==> config.mk <==
export PLATFORM = sky130hd
export DESIGN_NAME = piso_feeder
export DESIGN_NICKNAME = d
export VERILOG_FILES = /design/src/rtl/piso_feeder_pkg.sv /design/src/rtl/piso_feeder_sync_fifo.sv /design/src/rtl/piso_feeder.sv
export SDC_FILE = /design/constraint.sdc
export NUM_CORES = 1
export LEC_CHECK = 0
export CAP_MARGIN = 0
export CORE_MARGIN = 4
export CORE_UTILIZATION = 50
export CTS_BUF_LIST = sky130_fd_sc_hd__clkbuf_8
export DETAILED_ROUTE_END_ITERATION = 8
export PLACE_DENSITY = 0.82
export SETUP_SLACK_MARGIN = 0.02
export SLEW_MARGIN = 20
export SYNTH_ARGS = -nofsm -noshare
export SYNTH_HDL_FRONTEND = slang
export SYNTH_HIERARCHICAL = 1
export SYNTH_SLANG_ARGS = --single-unit
==> constraint.sdc <==
create_clock -name clk -period 1.96 [get_ports clk]
set_input_delay 0.392 -clock clk [delete_from_list [all_inputs] [get_ports clk]]
set_output_delay 0.392 -clock clk [all_outputs]
set_load 0.01 [all_outputs]
==> src/rtl/piso_feeder_pkg.sv <==
// Shared helpers for the PISO feeder slice.
package piso_feeder_pkg;

  // Pointer width for a power-of-two FIFO; a single-entry FIFO still needs one bit.
  function automatic int ptr_width(input int depth);
    return (depth > 1) ? $clog2(depth) : 1;
  endfunction

endpackage

==> src/rtl/piso_feeder_sync_fifo.sv <==
// First-word-fall-through synchronous FIFO buffering words for the PISO feeder.
module sync_fifo
  import piso_feeder_pkg::*;
#(
  parameter int WIDTH      = 4,
  parameter int FIFO_DEPTH = 2
) (
  input  logic             clk,
  input  logic             rst_n,
  input  logic             push,
  input  logic             pop,
  input  logic [WIDTH-1:0] din,
  output logic [WIDTH-1:0] dout,
  output logic             full,
  output logic             empty
);

  localparam int PTR_W = ptr_width(FIFO_DEPTH);
  localparam logic [PTR_W-1:0] LAST_PTR = PTR_W'(FIFO_DEPTH - 1);
  localparam logic [PTR_W:0]   DEPTH_CNT = (PTR_W + 1)'(FIFO_DEPTH);

  logic [WIDTH-1:0] mem [FIFO_DEPTH];
  logic [PTR_W-1:0] rd_ptr;
  logic [PTR_W-1:0] wr_ptr;
  logic [PTR_W:0]   count;
  logic             do_push;
  logic             do_pop;

  assign full    = (count == DEPTH_CNT);
  assign empty   = (count == '0);
  assign do_push = push && !full;
  assign do_pop  = pop && !empty;
  assign dout    = mem[rd_ptr];

  // Storage is cleared on reset so the head never carries X into the controller.
  always_ff @(posedge clk or negedge rst_n) begin
    if (!rst_n) begin
      rd_ptr <= '0;
      wr_ptr <= '0;
      count  <= '0;
      for (int i = 0; i < FIFO_DEPTH; i++) mem[i] <= '0;
    end else begin
      if (do_push) begin
        mem[wr_ptr] <= din;
        wr_ptr      <= (wr_ptr == LAST_PTR) ? '0 : wr_ptr + 1'b1;
      end
      if (do_pop) rd_ptr <= (rd_ptr == LAST_PTR) ? '0 : rd_ptr + 1'b1;
      case ({do_push, do_pop})
        2'b10:   count <= count + 1'b1;
        2'b01:   count <= count - 1'b1;
        default: count <= count;
      endcase
    end
  end

endmodule

==> src/rtl/piso_feeder.sv <==
// Feeds buffered parallel words into a PISO shifter and tags each serial bit with valid/last.
module piso_feeder
  import piso_feeder_pkg::*;
#(
  parameter int WIDTH      = 4,
  parameter int FIFO_DEPTH = 2
) (
  input  logic             clk,
  input  logic             rst_n,
  input  logic             in_valid,
  output logic             in_ready,
  input  logic [WIDTH-1:0] in_data,
  output logic             piso_load_en,
  output logic             piso_shift_en,
  output logic [WIDTH-1:0] piso_data,
  output logic             out_valid,
  output logic             out_last,
  input  logic             out_ready,
  output logic             busy
);

  localparam int CNT_W = $clog2(WIDTH);
  localparam logic [CNT_W-1:0] LAST_BIT = CNT_W'(WIDTH - 1);

  logic             active;
  logic [CNT_W-1:0] cnt;
  logic             fifo_full;
  logic             fifo_empty;
  logic             consume;
  logic             at_last;
  logic             load;
  logic             shift;
  logic             push;

  assign at_last = active && (cnt == LAST_BIT);
  assign consume = active && out_ready;
  // A new word loads when the shifter is idle or its last bit leaves this cycle.
  assign load    = (!active || (consume && at_last)) && !fifo_empty;
  assign shift   = consume && !at_last;
  assign push    = in_valid && !fifo_full;

  sync_fifo #(
    .WIDTH      (WIDTH),
    .FIFO_DEPTH (FIFO_DEPTH)
  ) u_fifo (
    .clk   (clk),
    .rst_n (rst_n),
    .push  (push),
    .pop   (load),
    .din   (in_data),
    .dout  (piso_data),
    .full  (fifo_full),
    .empty (fifo_empty)
  );

  always_ff @(posedge clk or negedge rst_n) begin
    if (!rst_n) begin
      active <= 1'b0;
      cnt    <= '0;
    end else if (load) begin
      active <= 1'b1;
      cnt    <= '0;
    end else if (consume && at_last) begin
      active <= 1'b0;
      cnt    <= '0;
    end else if (shift) begin
      cnt <= cnt + 1'b1;
    end
  end

  assign piso_load_en  = load;
  assign piso_shift_en = shift;
  assign out_valid     = active;
  assign out_last      = at_last;
  assign in_ready      = !fifo_full;
  assign busy          = active || !fifo_empty;

endmodule

==> flow_metrics.env <==
export IMPL_status="completed"
export IMPL_setup_ws_ns=0.06241
export IMPL_powerDensity_nw_per_um2=1651
export IMPL_clock_sinks=15
export IMPL_first_global_vias=514
export IMPL_synthesis_nets=71
export IMPL_timing_rr_end="u_fifo/count[1]$_DFFE_PN0P_"
export IMPL_root_buffer="clkbuf_8"
export IMPL_synth_seq_area_share_pct=48.62
export IMPL_yosysWarnings=6
export IMPL_fin_util_pct=75.75
export IMPL_r2r_start="cnt[0]$_DFFE_PN0P_"
export IMPL_antenna_cells=0
export IMPL_r2r_slack_ns=0.25
export IMPL_reg2reg_depth=7
export IMPL_antenna_left=0
export IMPL_antenna_found_initial=0
export IMPL_fp_dieW_um=47.30
export IMPL_stdcell_count=99
export IMPL_wl_per_cell_um=14.39
export IMPL_tightest_slew_ns=0.6594
export IMPL_drc=0
export IMPL_critPathLaunchType="flop"
export IMPL_ys_flop_type="dfrtp_1"
export IMPL_slew_viol_final=0
export IMPL_synth_top_cell_area_share_pct=48.62
export IMPL_hold_start="u_fifo/mem[2]$_DFFE_PN0P_"
export IMPL_cp_end_kind="output port"
export IMPL_maxSlewHeadroom_pct=55.90
export IMPL_hp_class="flop to flop"
export IMPL_grtUsageTotal_pct=15.81
export IMPL_clk_path_buf_depth=2
export IMPL_rows=13
export IMPL_min_period_over_period_pct=96.82
export IMPL_clk_pin_slew_ns=0.06
export IMPL_avgSynthCellArea_sq_um=12.66
export IMPL_first_iter_violations=2
export IMPL_synth_commonest_cells="dfrtp_1, mux2_2, nor2b_1, xnor2_1"
export IMPL_dr_pass1_iters=4
export IMPL_grt_setup_unrepaired="yes"
export IMPL_setup_viol=0
export IMPL_synth_distinct_cells=25
export IMPL_async_reset_ff_share_pct=100.0
export IMPL_place_ws_ns=-0.1359
export IMPL_synthCells=61
export IMPL_synth_seq_cells=15
export IMPL_grt_max_degree=16
export IMPL_grt_pass1_wl_um=2249
export IMPL_dieArea_sq_um=2237
export IMPL_place_congestion=0.6929
export IMPL_holdPathStages=1
export IMPL_clk_latency_ns=0.25
export IMPL_pin_count=18
export IMPL_criticalPathCategory="flop to output port"
export IMPL_fmax_mhz=527.0
export IMPL_synth_most_common_cell="dfrtp_1"
export IMPL_dp_cells=93
export IMPL_yosys_area_top_type="dfrtp_1"
export IMPL_drive_above_1_share_pct=34.52
export IMPL_cp_required_ns=1.57
export IMPL_tns_ns=0
export IMPL_arrival_ns=1.51
export IMPL_initial_utilization_pct=55.84
export IMPL_cts_tree="yes"
export IMPL_synth_area_leaders="dfrtp_1, mux2_2, xnor2_1, ha_1, nor2b_1"
export IMPL_power_mw=1.729
export IMPL_netlist_area_sq_um=772.0
export IMPL_numPortBuffers=17
export IMPL_finalWirelength_um=1425
export IMPL_core_area_sq_um=1383
export IMPL_synthToLayoutAreaGrowth_pct=35.66
export IMPL_p_leak_nw=0.4493
export IMPL_die_h_um=47.30
export IMPL_hold_viol=0
export IMPL_cts_htree_levels=1
export IMPL_finalClockSkew_ns=0.001894
export IMPL_min_period_ns=1.898
export IMPL_cts_buffers=3
export IMPL_cts_hold_buf=0
export IMPL_critPathMaxFanout=5
export IMPL_layout_nets=95
export IMPL_synth_edf_count=0
export IMPL_worstSetupEndpoint="piso_data[1]"
export IMPL_num_vias=503
export IMPL_crit_start="u_fifo/rd_ptr$_DFFE_PN0P_"
export IMPL_cap_violations=0
export IMPL_globalRouteOverflowTotal=0
export IMPL_peakVddDrop_mv=1.024
export IMPL_dpl_hpwl_um=996.7
export IMPL_via_per_inst=5.081
## through the flow
step	instance area [sq um]	hold WS [ns]
final	1047	0.5000
after global routing	1047	0.5202
after CTS	1016	0.5057
after detailed placement	965.9	0.4920
after global placement	965.9	0.4862
after floorplan	772.0	0.09641
## worst min-delay path by stage
| stage | end | slack (ns) |
|---|---|---|
| after floorplan | cnt[0]$_DFFE_PN0P_ | 0.1 |
| after global placement | u_fifo/mem[2]$_DFFE_PN0P_ | 0.49 |
| after detailed placement | u_fifo/mem[0]$_DFFE_PN0P_ | 0.49 |
| after CTS | u_fifo/mem[0]$_DFFE_PN0P_ | 0.51 |
| after global routing | u_fifo/mem[2]$_DFFE_PN0P_ | 0.52 |
| final | u_fifo/mem[2]$_DFFE_PN0P_ | 0.50 |
## area by class of cell
cell class              count  area, sq um
inverters                   3        11.26
clock inverters             1        5.005
repair buffers             21        197.7
fillers                    88        335.3
well taps                  15        18.77
clock buffers               3        41.29
flip-flops and latches     15        377.9
multi-input cells          41        395.4
## report_power, final
| part | internal, mW | switching, mW |
|---|---|---|
| Sequential | 0.471 | 0.155 |
| Combinational | 0.541 | 0.314 |
| Clock | 0.141 | 0.107 |
## placed cells by master (no fill, tap or decap), types with 2 or more instances in the layout
cell	instances
clkbuf_8	3
buf_4	4
dfrtp_2	2
inv_1	2
a21oi_1	2
xnor2_1	3
xor2_1	2
mux2_2	12
dfrtp_1	13
nand2_1	2
dlygate4sd2_1	2
clkdlybuf4s50_1	15
nor2b_1	3
nand2b_1	2
## per-layer routing
layer  track usage (%)  share of wire, %  wire [um]  up-vias
met4             11.60               2.9         42        0
li1                  -                 -          -      255
met1             18.01                39        560      230
met2             24.60                52        737       12
met5                 0                 0          0        -
met3             4.981               6.0         85        6
## critical path, cell delays in order, from the launching register on
cell             delay (ns)
dfrtp_2                0.41
mux2_2                 0.36
clkdlybuf4s50_1        0.48
## sequential cells by signal, summed over array words and instances, names as in the netlist
name and flops:
u_fifo/mem 8, u_fifo/count 2, u_fifo/rd_ptr 1, cnt 2
out_valid 1, u_fifo/wr_ptr 1
## logic make-up after synthesis
family                   count (synthesis)  synth area share [%]
AND/OR/NAND/NOR                         16                 15.40
flip-flops                              15                 48.62
AO/OA/AOI/OAI                            5                 5.510
buffers and inverters                    5                 2.754
XOR/XNOR                                 5                 5.674
adder cells (fa/ha/maj)                  2                 3.241
multiplexers                            13                 18.80
## what timing repair did
item,4_1_cts,5_1_grt
hold endpoints to repair,0,0
resized for setup,5,3
buffers inserted,0,2
endpoints found under the setup margin,8,5
(Power assumes the default switching activity.)
==> RTL edit 1: new RTL, same flow settings <==
`FIFO_DEPTH` is set to 2 in 2 places; all go to 4.
--- a/src/rtl/piso_feeder_sync_fifo.sv
+++ b/src/rtl/piso_feeder_sync_fifo.sv
@@ -3,7 +3,7 @@
   import piso_feeder_pkg::*;
 #(
   parameter int WIDTH      = 4,
-  parameter int FIFO_DEPTH = 2
+  parameter int FIFO_DEPTH = 4
 ) (
   input  logic             clk,
   input  logic             rst_n,
--- a/src/rtl/piso_feeder.sv
+++ b/src/rtl/piso_feeder.sv
@@ -3,7 +3,7 @@
   import piso_feeder_pkg::*;
 #(
   parameter int WIDTH      = 4,
-  parameter int FIFO_DEPTH = 2
+  parameter int FIFO_DEPTH = 4
 ) (
   input  logic             clk,
   input  logic             rst_n,
Formal check against the unedited RTL: not equivalent (Yosys sat finds a counterexample within 4 cycles, from zero or initial values and one cycle with rst_n low).
==> RTL edit 1 against the original RTL <==
  * The run now ends with negative setup slack left
  * Power rose by 72%
  * Via count increased by 85%
  * Critical path depth rose by 9
  * Synthesized cell count increased by 67%
  * Highest routed layer unchanged
  * First-iteration DRC count increased to 14 times the old value
  * Register-to-register slack worse by 0.25 ns
  * Largest power group unchanged
  * Setup slack worse by 0.067 ns
  * Clock power is 36% higher
  * Sequential cell count rose by 11
  * Synthesized area up 74%
  * Wire length rose by 100%
  * Worst hold slack got worse by 0.015 ns
  * Cell area grew 77%
==> RTL edit 1: results <==
export IMPL_critical_path_top_delay_family="adder cells"
export IMPL_grt_total_usage_pct=17.8
export IMPL_n_all_inverters=8
export IMPL_clk_pin_slew_ns=0.09
export IMPL_syn_num_nets=118
export IMPL_cpPeakStageDelay_ns=0.41
export IMPL_cellLeakagePower_nw=0.867
export IMPL_violations="negative setup slack"
export IMPL_grt_pass1_wl_mm=4.64
export IMPL_grt_pass1_vias=1009
export IMPL_path_class="reg2reg"
export IMPL_n_sequential_cell=26
export IMPL_grtUsageMet1_pct=20.9
export IMPL_clock_area_share_pct=2.96
export IMPL_post_drt_wl_per_cell_um=16.2
export IMPL_routed_via_density=5.22
export IMPL_dpl_hpwl_mm=2.08
export IMPL_drtIter0Drc=28
export IMPL_ir_worst_vdd_mv=1.06
export IMPL_fin_worst_skew_ns=0.00274
export IMPL_nNetsFinal=165
export IMPL_nMultiInputCombCells=66
export IMPL_setup_tns_final_ns=-0.00436
export IMPL_synthTopCellsByArea="dfrtp_1 (48%), mux2_2 (17%), mux4_2 (6.7%), ha_1 (6.5%), inv_1 (2.2%)"
export IMPL_use_met3_pct=2.81
export IMPL_outcome="finished with violations"
export IMPL_fillers=183
export IMPL_netlist_top_cells_count="dfrtp_1 (26), mux2_2 (20), inv_1 (8), ha_1 (7), nor2_1 (7)"
export IMPL_seq_area_frac_synth_pct=48.4
export IMPL_use_met2_pct=32.7
export IMPL_finalSetupViolations=1
export IMPL_buffers_excl_clock=44
export IMPL_synth_cell_types=26
export IMPL_ff_latch_area_um2=654
export IMPL_grt_max_degree=27
export IMPL_layout_setup_ws_ns=-0.00436
export IMPL_top_regs="u_fifo/mem (16), u_fifo/count (3)"
[RTL edit 1: cell types whose count changed in the layout (fill, tap and decap cells not counted), moves of 4 or more]
cell / unedited run / this run
ha_1: 1 / 5
nor2_1: 1 / 7
clkdlybuf4s50_1: 15 / 7
mux2_2: 12 / 20
mux4_2: 0 / 4
dfrtp_1: 13 / 23
inv_1: 2 / 7
buf_6: 0 / 4
buf_4: 4 / 24
[RTL edit 1: through the flow]
step | hold WS (ns) | power (mW) | util (%) | setup WS, ns | instances
4_1_cts | 0.502 | 2.93 | 72.1 | -0.0630 | 176
5_1_grt | 0.517 | 3.18 | 73.6 | -0.118 | 178
6_report | 0.485 | 2.97 | 73.6 | -0.00436 | 178
3_5_place_dp | 0.495 | 2.48 | 67.0 | -0.352 | 163
2_1_floorplan | 0.0964 | 1.88 | - | -0.00700 | 102
3_3_place_gp | 0.483 | 2.35 | 67.0 | -0.278 | 163
[RTL edit 1: kinds of logic (layout without fill, tap and decap cells)]
| family | Yosys count | count (layout) | share of synthesized area, % |
|---|---|---|---|
| AO/OA/AOI/OAI | 5 | 5 | 3.16 |
| buffers and inverters | 10 | 56 | 2.98 |
| multiplexers | 26 | 26 | 24.9 |
| XOR/XNOR | 3 | 3 | 1.95 |
| flip-flops | 26 | 26 | 48.4 |
| AND/OR/NAND/NOR | 24 | 24 | 10.6 |
| adder cells (fa/ha/maj) | 8 | 8 | 8.00 |
[RTL edit 1: power breakdown]
group / total [mW] / switching [mW] / internal, mW
logic: 1.58 / 0.610 / 0.973
registers: 1.05 / 0.233 / 0.816
clock network: 0.337 / 0.158 / 0.179
[RTL edit 1: routing by layer]
| metal | vias up | wire length [um] |
|---|---|---|
| met4 | 0 | 53 |
| met2 | 13 | 1600 |
| met1 | 463 | 1140 |
| met3 | 7 | 83 |
| met5 | - | 0 |
| li1 | 446 | - |
[RTL edit 1: final timing paths]
| path | to | slack (ns) | cells past startpoint |
|---|---|---|---|
| max in group asynchronous | u_fifo/count[0] | 1.20 | 2 |
| min in group clk | u_fifo/mem[10] | 0.51 | 1 |
| max reg2reg | u_fifo/count[2] | -0.004 | 11 |
| min | u_fifo/mem[12] | 0.48 | 2 |
| max | u_fifo/count[2] | -0.004 | 11 |
| min reg2reg | u_fifo/mem[10] | 0.51 | 1 |
[RTL edit 1: worst register-to-register path: stages (launching register included)]
cell and delay, ns:
dfrtp_1 0.41, ha_4 0.20, nand2_4 0.06, a21oi_4 0.12, nand2b_1 0.08, inv_1 0.07, ha_2 0.18, inv_2 0.04
fa_2 0.33, xor2_1 0.14, nor2_1 0.11, xor2_1 0.16
[RTL edit 1: timing repair]
item / in CTS / in global routing
pin swaps: 5 / 1
setup endpoints to repair: 8 / 6
setup buffers: 9 / 3
endpoints found under the hold margin: 0 / 0
resized for setup: 22 / 10
==> RTL edit 2: new RTL, same settings <==
Made on the original files. Reset style: synchronous (`rst_n`), changed in 2 clocked blocks.
--- a/src/rtl/piso_feeder_sync_fifo.sv
+++ b/src/rtl/piso_feeder_sync_fifo.sv
@@ -33,7 +33,7 @@
   assign dout    = mem[rd_ptr];
 
   // Storage is cleared on reset so the head never carries X into the controller.
-  always_ff @(posedge clk or negedge rst_n) begin
+  always_ff @(posedge clk) begin
     if (!rst_n) begin
       rd_ptr <= '0;
       wr_ptr <= '0;
--- a/src/rtl/piso_feeder.sv
+++ b/src/rtl/piso_feeder.sv
@@ -53,7 +53,7 @@
     .empty (fifo_empty)
   );
 
-  always_ff @(posedge clk or negedge rst_n) begin
+  always_ff @(posedge clk) begin
     if (!rst_n) begin
       active <= 1'b0;
       cnt    <= '0;
Function: differs if rst_n is asserted again (counterexample within 4 cycles, from zero or initial values and one cycle with rst_n low); with rst_n held inactive, the same outputs for 10 cycles.
==> RTL edit 2 against the original RTL <==
  * Core utilization rose by 2.9 points
  * Synthesized cell count rose by 21%
  * Sequential cell count rose by 1
  * Worst hold slack improved by 0.017 ns
  * Largest power group unchanged
  * Power fell by 20%
  * Synthesized area fell by 2.6%
  * Maximum frequency rose by 0.12%
  * Global-route usage rose by 3.6 points
  * Cell area rose by 2.6%
  * Wire length rose by 21%
  * Clock power rose by 16%
  * Critical path type is now in2reg
  * Setup slack improved by 0.0023 ns
==> RTL edit 2: results <==
export IMPL_dpl_hpwl_mm=1.31
export IMPL_final_area_um2=1070
export IMPL_r2r_setup_slack_ns=0.18
export IMPL_post_place_ws_ns=-0.212
export IMPL_grt_max_degree=10
export IMPL_synthMuxAreaShare_pct=7.32
export IMPL_synth_cell_types=24
export IMPL_crit_start="out_ready"
export IMPL_use_met3_pct=3.83
export IMPL_p_int_mw=0.947
export IMPL_drt_met1_wl_um=636
export IMPL_drtIter0Drc=11
export IMPL_p_comb_mw=0.590
export IMPL_wl_met3_um=55
export IMPL_nMultiInputCombCells=53
export IMPL_synth_compound_area_share_pct=6.32
export IMPL_clkbuf_count=4
export IMPL_seqPwrFrac_pct=36.9
export IMPL_hp_start="u_fifo/rd_ptr"
export IMPL_r2r_start="cnt[1]"
export IMPL_netlist_instances=74
export IMPL_outcome="finished clean"
export IMPL_buffers_excl_clock=24
export IMPL_synthXorXnorAreaFrac_pct=4.66
export IMPL_synth_edff_count=8
export IMPL_seq_area_frac_synth_pct=53.2
export IMPL_cpPeakStageDelay_ns=0.52
export IMPL_ir_worst_vdd_mv=1.12
[RTL edit 2: cell count changes after synthesis, moves of 2 or more]
cell	delta
edfxtp_1	+8
nor2b_1	-2
inv_1	+2
dfxtp_1	+8
nand2_1	+7
dfrtp_1	-15
mux2_2	-8
or3_1	+2
o21ai_0	+2
nor2_1	+12
nand3_1	+3
[RTL edit 2: worst min path at each step]
stage                      endpoint  slack [ns]  cells after the start
after floorplan              cnt[1]        0.47                      2
after global placement       cnt[1]        0.48                      2
after detailed placement  flip-flop        0.50                      2
after CTS                 flip-flop        0.52                      2
after global routing      flip-flop        0.58                      2
final                     flip-flop        0.52                      2
[RTL edit 2: what timing repair did]
action                     4_1_cts  5_1_grt
gates cloned                     0        0
gates resized for setup          3        8
setup endpoints to repair        4        7
pin swaps                        0        1
hold endpoints to repair         0        0
[RTL edit 2: tightest hold or removal path, delay by kind of cell, from the launching register on]
family | cells | cell delay [ns]
XOR/XNOR | 1 | 0.08
AND/OR/NAND/NOR | 1 | 0.08
flip-flops | 1 | 0.32
